### src/rtl/alu_muldiv_seq.sv
// alu_muldiv_seq: iterative signed multiply / divide / modulo unit.
// A start request latches operand magnitudes and sign flags. CALC then runs
// one shift-add (mult) or restoring-division (div/mod) step per cycle for
// WIDTH cycles. FIX applies the result signs and loads the output registers.
// DONE holds the results and pulses done for one cycle.
// Handshake: inStart is accepted only in IDLE or DONE. outBusy is high in CALC
// and FIX, and any inStart seen while it is high is dropped. outDone is high
// only in the DONE cycle, so the two are never high together.
module alu_muldiv_seq #(
  parameter int WIDTH = 32
) (
  input  logic             inClk,
  input  logic             inRst,
  input  logic             inStart,
  input  logic [3:0]       inAluOp,
  input  logic [WIDTH-1:0] inA,
  input  logic [WIDTH-1:0] inB,
  output logic [WIDTH-1:0] outResult,
  output logic [WIDTH-1:0] outHi,
  output logic             outBusy,
  output logic             outDone,
  output logic             outDivZero,
  output logic             outIllegal,
  output logic [1:0]       dbg_state
);

  localparam logic [3:0] OP_MULT = 4'd2;
  localparam logic [3:0] OP_DIV  = 4'd3;
  localparam logic [3:0] OP_MOD  = 4'd8;
  localparam int CW = $clog2(WIDTH);
  localparam logic [CW-1:0] LAST = CW'(WIDTH - 1);

  typedef enum logic [1:0] {IDLE, CALC, FIX, DONE} state_t;

  state_t             state;
  logic [3:0]         op;
  logic [WIDTH-1:0]   a_mag;
  logic [WIDTH-1:0]   b_mag;
  logic               neg_prod;   // operand signs differ: negate product / quotient
  logic               neg_rem;    // dividend negative: negate remainder
  logic [CW-1:0]      cnt;
  // mult: {partial product high, remaining multiplier bits}
  // div : {partial remainder, dividend bits shifting out / quotient bits shifting in}
  logic [2*WIDTH-1:0] acc;

  logic [WIDTH:0]     mul_sum;
  logic [WIDTH:0]     div_shift;
  logic               div_ge;
  logic [WIDTH-1:0]   div_rem;
  logic [2*WIDTH-1:0] prod_s;
  logic [WIDTH-1:0]   quo_s;
  logic [WIDTH-1:0]   rem_s;
  logic [WIDTH-1:0]   a_in_mag;
  logic [WIDTH-1:0]   b_in_mag;

  assign dbg_state = state;

  // Iteration step datapath, sign fix-up and input magnitudes
  always_comb begin
    mul_sum   = {1'b0, acc[2*WIDTH-1:WIDTH]} + {1'b0, (acc[0] ? a_mag : {WIDTH{1'b0}})};
    div_shift = {acc[2*WIDTH-1:WIDTH], acc[WIDTH-1]};
    div_ge    = div_shift >= {1'b0, b_mag};
    // The difference is below b_mag whenever it is taken, so WIDTH bits suffice
    div_rem   = div_ge ? (div_shift[WIDTH-1:0] - b_mag) : div_shift[WIDTH-1:0];
    prod_s    = neg_prod ? -acc : acc;
    quo_s     = neg_prod ? -acc[WIDTH-1:0] : acc[WIDTH-1:0];
    rem_s     = neg_rem ? -acc[2*WIDTH-1:WIDTH] : acc[2*WIDTH-1:WIDTH];
    // The most-negative value maps to 2^(WIDTH-1), which is exact as unsigned
    a_in_mag  = inA[WIDTH-1] ? -inA : inA;
    b_in_mag  = inB[WIDTH-1] ? -inB : inB;
  end

  // Control FSM with registered outputs
  always_ff @(posedge inClk) begin
    if (inRst) begin
      state      <= IDLE;
      op         <= '0;
      a_mag      <= '0;
      b_mag      <= '0;
      neg_prod   <= 1'b0;
      neg_rem    <= 1'b0;
      cnt        <= '0;
      acc        <= '0;
      outResult  <= '0;
      outHi      <= '0;
      outBusy    <= 1'b0;
      outDone    <= 1'b0;
      outDivZero <= 1'b0;
      outIllegal <= 1'b0;
    end else begin
      outDone <= 1'b0;
      case (state)
        IDLE, DONE: begin
          if (inStart) begin
            op         <= inAluOp;
            a_mag      <= a_in_mag;
            b_mag      <= b_in_mag;
            neg_prod   <= inA[WIDTH-1] ^ inB[WIDTH-1];
            neg_rem    <= inA[WIDTH-1];
            cnt        <= '0;
            outDivZero <= 1'b0;
            outIllegal <= 1'b0;
            if (inAluOp == OP_MULT) begin
              acc     <= {{WIDTH{1'b0}}, b_in_mag};
              outBusy <= 1'b1;
              state   <= CALC;
            end else if (inAluOp == OP_DIV || inAluOp == OP_MOD) begin
              if (inB == '0) begin
                outDivZero <= 1'b1;
                outResult  <= '1;
                outHi      <= inA;
                outDone    <= 1'b1;
                state      <= DONE;
              end else begin
                acc     <= {{WIDTH{1'b0}}, a_in_mag};
                outBusy <= 1'b1;
                state   <= CALC;
              end
            end else begin
              outIllegal <= 1'b1;
              outResult  <= '0;
              outHi      <= '0;
              outDone    <= 1'b1;
              state      <= DONE;
            end
          end else begin
            state <= IDLE;
          end
        end
        CALC: begin
          if (op == OP_MULT) begin
            acc <= {mul_sum, acc[WIDTH-1:1]};
          end else begin
            acc <= {div_rem, acc[WIDTH-2:0], div_ge};
          end
          cnt <= cnt + CW'(1);
          if (cnt == LAST) begin
            state <= FIX;
          end
        end
        FIX: begin
          case (op)
            OP_MULT: begin
              outResult <= prod_s[WIDTH-1:0];
              outHi     <= prod_s[2*WIDTH-1:WIDTH];
            end
            OP_DIV: begin
              outResult <= quo_s;
              outHi     <= rem_s;
            end
            default: begin
              outResult <= rem_s;
              outHi     <= quo_s;
            end
          endcase
          outBusy <= 1'b0;
          outDone <= 1'b1;
          state   <= DONE;
        end
        default: state <= IDLE;
      endcase
    end
  end

endmodule

### config.mk
export PLATFORM = sky130hd
export DESIGN_NAME = alu_muldiv_seq
export DESIGN_NICKNAME = d
export VERILOG_FILES = /design/src/rtl/alu_muldiv_seq.sv
export SDC_FILE = /design/constraint.sdc
export NUM_CORES = 1
export LEC_CHECK = 0
export CAP_MARGIN = 10
export CORE_ASPECT_RATIO = 0.7
export CORE_MARGIN = 5
export CORE_UTILIZATION = 55
export CTS_BUF_LIST = sky130_fd_sc_hd__clkbuf_4 sky130_fd_sc_hd__clkbuf_8 sky130_fd_sc_hd__clkbuf_16
export CTS_CLUSTER_DIAMETER = 40
export DETAILED_ROUTE_END_ITERATION = 10
export HOLD_SLACK_MARGIN = 0.12
export PLACE_DENSITY = 0.75
export SLEW_MARGIN = 10
export SYNTH_ARGS = -nofsm -noshare
export SYNTH_HDL_FRONTEND = slang
export SYNTH_SLANG_ARGS = --single-unit
### constraint.sdc
create_clock -name inClk -period 4.4 [get_ports inClk]
set_input_delay 0.88 -clock inClk [delete_from_list [all_inputs] [get_ports inClk]]
set_output_delay 0.88 -clock inClk [all_outputs]
set_load 0.02 [all_outputs]
; ---- Word-level counts from Yosys, hierarchy flattened
; Cells that the tools add are included.
; W data, S select, Z words.
[classes]
n_addsub = 8
multipliers = 0
div = 0
magnitude_cmp = 1
n_eq_ne = 15
n_shift = 0
n_mux = 47
bitwise_logic = 1
reduce_logical = 11
[ops]
columns = operator, n
row1 = $mux W32, 14
row2 = $mux W64, 6
row3 = $pmux W32 S2, 4
row4 = $neg A32 Y32, 4
row5 = $pmux W64 S2, 1
row6 = $neg A64 Y64, 1
row7 = $add A32 B32 Y33, 1
row8 = $ge A33 B32 Y1, 1
row9 = $logic_not A32 Y1, 1
row10 = $sub A32 B32 Y32, 1
row11 = $eq A4 B2 Y1 const B, 4
row12 = $mux W1, 12
row13 = $reduce_and A4 Y1, 3
row14 = $mux W2, 5
row15 = $pmux W5 S2, 1
row16 = $ne A3 B3 Y1 const B, 3
row17 = $ne A2 B2 Y1 const B, 3
row18 = $pmux W2 S3, 1
row19 = $add A5 B1 Y5 const B, 1
row20 = $eq A5 B5 Y1 const B, 1
row21 = $mux W5, 1
row22 = $eq A2 B2 Y1 const B, 2
row23 = $eq A4 B4 Y1 const B, 1
row24 = $pmux W1 S2, 2
row25 = other kinds (7), 9
[totals]
reg_bits = 209
latch_bits = 0
mem_bits_rw = 0
rom_bits = 0
in_bits = 71
out_inout_bits = 70
elab_cells = 97
n_memories = 0

; ---- Longest topological paths before layout
; Gate-level depths: netlist of the first run.
[depth]
word_depth = 7
ltp_mapped = 14
ltp_nobuf = 13

; ---- Worst setup path before layout of the first run
; Ideal clock, no wire load.
[synth_timing]
path_kind = input to register
from = input inB[6]
to = register acc[63]
t_arrival_ns = 3.404
t_required_ns = 4.321
setup_slack_ns = 0.917
cell_stages = 9
n_path_buf = 1
path_cell_list = or4_1 > or3_1 > or3_4 > or4b_4 > a21o_4 > nor2_8 > buf_6 > a22oi_2 > a22oi_1
[synth_between]
elab_chain_cells = 3
[synth_lines]
columns = element, line
row1 = start: declaration, 17  ; input logic [WIDTH-1:0] inB,
row2 = $logic_not A32 Y1, 108  ; if (inB == '0) begin
row3 = $ne A3 B3 Y1 (no source line), -
row4 = $reduce_and A4 Y1 (no source line), -
row5 = end signal: assignment, 104  ; acc <= {{WIDTH{1'b0}}, b_in_mag};
row6 = end signal: assignment, 115  ; acc <= {{WIDTH{1'b0}}, a_in_mag};
row7 = end signal: assignment, 132  ; acc <= {mul_sum, acc[WIDTH-1:1]};
row8 = end: declaration, 44  ; logic [2*WIDTH-1:0] acc;
; No other way between the ends.
; A chain may end at the register's enable or synchronous reset.

; ---- Worst setup path in the final report of the first run
[layout_timing]
from = register acc[32]
to = register acc[59]
[layout_between]
elab_chain_cells = 4
[layout_lines]
columns = element, line
row1 = $sub A32 B32 Y32 or $ge A33 B32 Y1 (tied branches), "64, 62"
row2 = $mux W32, 64  ; div_rem = div_ge ? (div_shift[WIDTH-1:0] - b_mag) : div_shift[WIDTH-1:0];
row3 = $mux W64 (*), 131  ; if (op == OP_MULT) begin
row4 = $pmux W64 S2 (*), 92  ; case (state)
; Mark *: on every way between the ends. The rest lies on a longest branch, timed or not.

==> results.ini, run 1 <==
[timing]
drv_slew = 0
worst_pin_slew_ns = 1.172
setup-tns-final_ns = 0
skew_ns = 0.02162
setup_violations = 0
fmax_ghz = 0.2386
hold_viol = 0
relSlewSlack_pct = 21.84
grt_setup_unrepaired = no
fin_crit_sh_pct = 95.27
fin_crit_ns = 4.192

[power]
intPower_mw = 6.944
p_comb_share_pct = 55.9
clockPowerShare_pct = 22.0
p_leak_nw = 8.094
p_sw_mw = 6.308
power_frac_seq_pct = 22.1
swShare_pct = 47.60
peakVddDrop_v = 0.0004190
powerDensity_mw_per_mm2 = 659.8

[critical_path]
path_max_fanout = 10
startpoint_type = flip-flop
r2r_start = acc[32]
cp-end-kind = flip-flop
crit_start = acc[32]
required_ns = 4.81
path_class = reg2reg
arrival_ns = 4.60

[synth]
ys.warnings.count = 0
ys_seq_area_share_pct = 24.88
ys.flop_type = dfxtp_1
syn-num-nets = 2478
yosys.cell_types.count = 81
syn_avg_cell_area_um2 = 7.207
synthCells = 2333
synth_area_leader_cell = dfxtp_1
synth.top_cell.area_share_pct = 24.88
yosys.cell_count.top_type = nand2_1
synthTopCellsByCount = nand2_1 (299), nor2_1 (255), dfxtp_1 (209), a21oi_1 (172), clkbuf_1 (152)
syn_area_mm2 = 0.01681
synth-edff-count = 0
async_reset_ff_share_pct = 0
synth_area_leaders = dfxtp_1 (25%), nand2_1 (6.7%), nor2_1 (5.7%), xor2_1 (5.4%), ha_1 (5.4%)
synth-seq-cells = 209

[min_path]
hp-class = reg2reg
hold_start = a_mag[0]

[detailed_routing]
wl_per_cell_um = 24.53
drcViolationCount = 0
drt_iter0_drc = 2768
postRouteWirelength_um = 70240
drtPass1Iterations = 6
vias = 18920
route.antenna.remaining_nets = 0
viasPerCell = 6.608

[clock_tree]
postCtsHoldBufs = 0
worstSkewPairLatency_ns = 0.54
clock_path_buffers = 3
numClockSinks = 209
cts_buffers = 35
cts_tree = yes
h-tree-depth = 2
clk_pin_slew_ns = 0.06
cts-root-buf = clkbuf_16

[floorplanning]
die_area_mm2 = 0.03423
pin_count = 141
die_w_um = 219.0
initial_core_util_pct = 55.85
fp.coreArea_mm2 = 0.03011
rows = 53
fp.dieH_um = 156.3

[placed_design]
dp_hpwl_um = 54520
portBuffers = 140
place_congestion = 1.112

[global_routing]
grt_max_degree = 102
grt-ovfl-total = 0
antenna_found_initial = 2
first_global_vias = 17225
grtUsageTotal_pct = 39.28
grt_pass1_wl_um = 103800

[finish]
fill_cells = 2673
area_delta_synth_final_pct = 19.45
regArea_mm2 = 0.004184
nNetsFinal = 2571
multi_input_area_mm2 = 0.01173
drive_gt1_share_pct = 8.204
utilization_pct = 66.72

[run_status]
run_status = complete, no violations

[job]
cap_violations = 0

==> metal layers <==
| metal | vias up | GRT usage [%] | part of all wire [%] |
|---|---|---|---|
| met5 | - | 0 | 0 |
| met3 | 203 | 16.50 | 15 |
| met4 | 0 | 12.43 | 3.5 |
| met1 | 8895 | 55.17 | 42 |
| met2 | 1192 | 54.50 | 40 |
| li1 | 8630 | - | - |
==> critical path, cell delays in order, from the launching register on <==
cell and delay [ns]:
dfxtp_1 0.74, ha_1 0.32, inv_1 0.07, fa_1 0.41, nor2b_1 0.19, o211ai_1 0.13
a31oi_1 0.47, a31oi_1 0.35, nor3_2 0.50, o21ai_0 0.27, a21boi_0 0.22, o21ai_0 0.11
a32o_1 0.28
==> registers in the layout, indices dropped and copies added (netlist names) <==
name / cells
dbg_state: 2
outHi: 32
acc: 64
outIllegal: 1
outDone: 1
neg_rem: 1
a_mag: 32
cnt: 5
outResult: 32
outBusy: 1
b_mag: 32
op: 4
outDivZero: 1
neg_prod: 1
==> power groups by stage <==
stage | Combinational [mW] | Sequential (mW) | Clock (mW)
global placement | 7.00 | 2.92 | 0
global route | 7.88 | 2.99 | 3.01
CTS | 7.14 | 2.91 | 2.92
finish | 7.41 | 2.93 | 2.92
detailed placement | 7.08 | 2.95 | 0
floorplan | 4.30 | 3.10 | 0
==> final cells by class <==
type / count / area share [%]
Tap cell: 412 / 2.566
Clock buffer: 40 / 4.610
Antenna cell: 1 / 0.01246
Multi-Input combinational cell: 1880 / 58.41
Inverter: 63 / 1.177
Sequential cell: 209 / 20.83
Clock inverter: 21 / 1.476
Timing Repair Buffer: 237 / 10.92
==> cell usage in the layout, fill, tap and decap left out, drive strengths merged, types with 23 or more instances in the layout <==
cell type / synthesis / final
nor3: 68 / 68
or3: 33 / 33
nand4: 23 / 23
xor2: 103 / 103
ha: 72 / 72
nor2: 256 / 256
mux2i: 27 / 27
nand2: 299 / 299
nand3: 37 / 37
o211ai: 41 / 41
a211oi: 101 / 101
clkdlybuf4s50: 0 / 139
a21oi: 174 / 174
a21o: 27 / 27
xnor2: 94 / 94
and2: 39 / 39
o31ai: 31 / 31
buf: 29 / 98
dfxtp: 209 / 209
clkbuf: 152 / 40
o21ai: 146 / 146
inv: 63 / 69
==> cell families after synthesis <==
family                   count (synthesis)  synth area share [%]
AND/OR/NAND/NOR                        877                 24.33
flip-flops                             209                 24.88
XOR/XNOR                               197                 10.26
buffers and inverters                  244                 5.663
multiplexers                            29                 1.741
adder cells (fa/ha/maj)                 74                 5.596
AO/OA/AOI/OAI                          703                 27.52
==> final timing paths <==
check | end | slack (ns) | depth (start not counted)
worst max-delay path | acc[59] | 0.21 | 12
worst min-delay path | a_mag[0] | 0.46 | 2
worst max register to register | acc[59] | 0.21 | 12
worst min register to register | a_mag[0] | 0.46 | 2
==> through the flow <==
stage               area (µm²)  hold WS (ns)  setup slack, ns  cells  power, mW
detailed placement       18850        0.4501           0.1333   2801      10.03
CTS                      20070        0.4575           0.2272   2862      12.98
global placement         18850        0.4399           0.2084   2801      9.914
floorplan                16810        0.4317           0.9171   2333      7.404
global route             20080        0.4896           0.1938   2862      13.88
finish                   20090        0.4562           0.2081   2863      13.25
==> timing repair <==
| action | in CTS | in global routing |
|---|---|---|
| setup buffers | 0 | 0 |
| hold endpoints to repair | 0 | 0 |
| setup endpoints to repair | 0 | 2 |
| gates resized for setup | 0 | 2 |
Power figures use the tool's default switching activity.
==> run 2, diff against run 1 <==
Settings changed: CORE_UTILIZATION 55 to 50, PLACE_DENSITY 0.75 to 0.69.
==> run 2 against run 1 <==
Compared with the run above: non-clock buffer count is 8 higher; core utilization is 6.9 points lower; die area is 9.4% higher; maximum frequency is 3.9% higher; power is 2.8% lower; sequential power hardly changed.
==> results.ini, run 2 (synthesized netlist as in run 1, its figures left out) <==
[run_status]
run_status = complete, no violations

[timing]
fin_crit_sh_pct = 91.67  ; -3.6 points
setup-tns-final_ns = 0  ; unchanged
drv_slew = 0  ; unchanged
hold_viol = 0  ; unchanged
fmax_ghz = 0.2479  ; +3.9%
worst_pin_slew_ns = 1.122  ; -0.05019 ns
fin_crit_ns = 4.034  ; -0.1583 ns
grt_setup_unrepaired = no
fin_hold_ws_ns = 0.4562  ; -0.00005200 ns
skew_ns = 0.02384  ; +0.002222 ns
setup_violations = 0  ; unchanged
relSlewSlack_pct = 24.91  ; +3.1 points

[power]
peakVddDrop_v = 0.0003269  ; -22%
powerDensity_mw_per_mm2 = 645.2  ; -2.2%
p_leak_nw = 8.026  ; -0.84%

[critical_path]
r2r_start = acc[32]
path_class = reg2reg
cp.depth = 12  ; unchanged
path_delay_family = compound AO/OA/AOI/OAI gates
required_ns = 4.93  ; +0.12 ns
path_max_fanout = 10  ; unchanged
r2r.worst_path.cells = 12  ; unchanged
arrival_ns = 4.56  ; -0.04 ns
crit_start = acc[32]
crit_path_end = acc[59]
cp-end-kind = flip-flop
regToRegSetupSlack_ns = 0.37  ; +0.16 ns
startpoint_type = flip-flop
crit_path_top_delay_cell = dfxtp_1
r2r_end = acc[59]
path_cells = ha_1, inv_1, fa_1, nor2b_1, o211ai_1, a31oi_1, a31oi_1, nor3_1, o21ai_0, and3b_1, o21ai_0, a32o_1
slowest_delay_ns = 0.70  ; -0.04 ns
critPathBufInv = 1  ; unchanged

[detailed_routing]
met3_length_um = 9276  ; -13%
route.antenna.remaining_nets = 0  ; unchanged
drt_iter0_drc = 2559  ; -7.6%
wl_met2_um = 28090  ; +1.1%
wl_met1_um = 32200  ; +9.8%
vias = 18687  ; -1.2%
drtPass1Iterations = 7  ; +1
wl_per_cell_um = 24.86  ; +1.3%
postRouteWirelength_um = 71790  ; +2.2%
top_layer_used = met4
viasPerCell = 6.471  ; -2.1%
drcViolationCount = 0  ; unchanged

[floorplanning]
fp.dieH_um = 163.4  ; +4.6%
fp.coreArea_mm2 = 0.03335  ; +11%
initial_core_util_pct = 50.42  ; -5.4 points
die_area_mm2 = 0.03746  ; +9.4%
pin_count = 141  ; unchanged
die_w_um = 229.2  ; +4.7%
rows = 56  ; +5.7%

[job]
cap_violations = 0  ; unchanged

[clock_tree]
cts-root-buf = clkbuf_16
postCtsSetupRepairBufs = 0  ; unchanged
h-tree-depth = 1  ; -1
cts_tree = yes
clk_pin_slew_ns = 0.06  ; about the same
clock_path_buffers = 3  ; unchanged
worstSkewPairLatency_ns = 0.60  ; +0.06 ns
postCtsHoldBufs = 0  ; unchanged
ctsResizeCount = 0  ; unchanged
numClockSinks = 209  ; unchanged
cts_buffers = 29  ; -17%

[finish]
drive_gt1_share_pct = 8.160  ; -0.044 points
nNetsFinal = 2573  ; +0.078%
fill_cells = 3151  ; +18%
largest_reg_flops = 64  ; unchanged
final_common_cell = nand2_1
multi_input_area_mm2 = 0.01172  ; about the same
regArea_mm2 = 0.004184  ; unchanged
mostFrequentLayoutCells = nand2_1 (299), nor2_1 (254), dfxtp_1 (209), a21oi_1 (170), o21ai_0 (144)
area_delta_synth_final_pct = 18.71
largest-register = acc

[global_routing]
grt-ovfl-total = 0  ; unchanged
grt_max_degree = 107  ; +4.9%
grt_pass1_wl_um = 106400  ; +2.5%
grtUsageTotal_pct = 36.60  ; -2.7 points
first_global_vias = 16828  ; -2.3%
antenna_found_initial = 2  ; unchanged

[placed_design]
dp_hpwl_um = 57000  ; +4.5%
portBuffers = 140  ; unchanged
place_congestion = 1.083  ; -2.6%

[min_path]
hp-class = reg2reg

-- run 2: cell types whose count changed in the layout (fill, tap and decap cells not counted), moves of 2 or more --
cell,change
buf_4,+8
clkinv_4,-3
clkinvlp_4,+3
bufinv_16,-2
clkbuf_16,-6
clkinv_8,-2
-- run 2: layer usage --
metal	up-vias	track usage, %
met5	-	0
met4	0	9.506
met3	139	12.89
met2	1072	50.26
met1	8866	54.01
li1	8610	-
-- run 2: worst min path at each step --
stage / cells after the start / to / slack, ns / start
2_1_floorplan: 2 / a_mag[0] / 0.43 / a_mag[0]
3_3_place_gp: 2 / outHi[23] / 0.45 / outHi[23]
3_5_place_dp: 2 / outHi[23] / 0.45 / outHi[23]
4_1_cts: 2 / outHi[23] / 0.46 / outHi[23]
5_1_grt: 2 / b_mag[30] / 0.50 / b_mag[30]
6_report: 2 / outHi[23] / 0.46 / outHi[23]
-- run 2: per-stage QoR --
stage	area, µm²	setup slack, ns	power, mW	std cells	utilization [%]
after floorplan	16810	0.9171	7.404	2333	-
after global placement	18940	0.1821	10.06	2832	56.79
after detailed placement	18940	0.1232	10.14	2832	56.79
after CTS	19960	0.4807	12.64	2886	59.84
after global routing	19960	0.07240	13.54	2886	59.84
final	19960	0.3664	12.88	2888	59.85
-- run 2: where the power goes --
group	internal, mW	switching, mW	total [mW]	leakage [nW]
combinational	2.67	4.79	7.46	5.83
clock	1.48	1.01	2.49	0.488
sequential	2.47	0.458	2.92	1.71
total	6.62	6.26	12.9	8.03
-- run 2: worst register-to-register path: cells and delay by family (launching register included) --
| family | cells | cell delay, ns |
|---|---|---|
| DFF | 1 | 0.70 |
| AOI/OAI and AO/OA | 6 | 1.61 |
| adders and majority gates | 2 | 0.72 |
| and+or+nand+nor | 3 | 0.87 |
| buffers and inverters | 1 | 0.07 |
-- run 2: area by class of cell --
| cell class | count | share of cell area [%] |
|---|---|---|
| Multi-Input combinational cell | 1880 | 58.72 |
| Sequential cell | 209 | 20.96 |
| Timing Repair Buffer | 245 | 11.29 |
| Clock buffer | 35 | 3.955 |
| Tap cell | 435 | 2.727 |
| Inverter | 63 | 1.185 |
| Clock inverter | 19 | 1.141 |
| Antenna cell | 2 | 0.02507 |
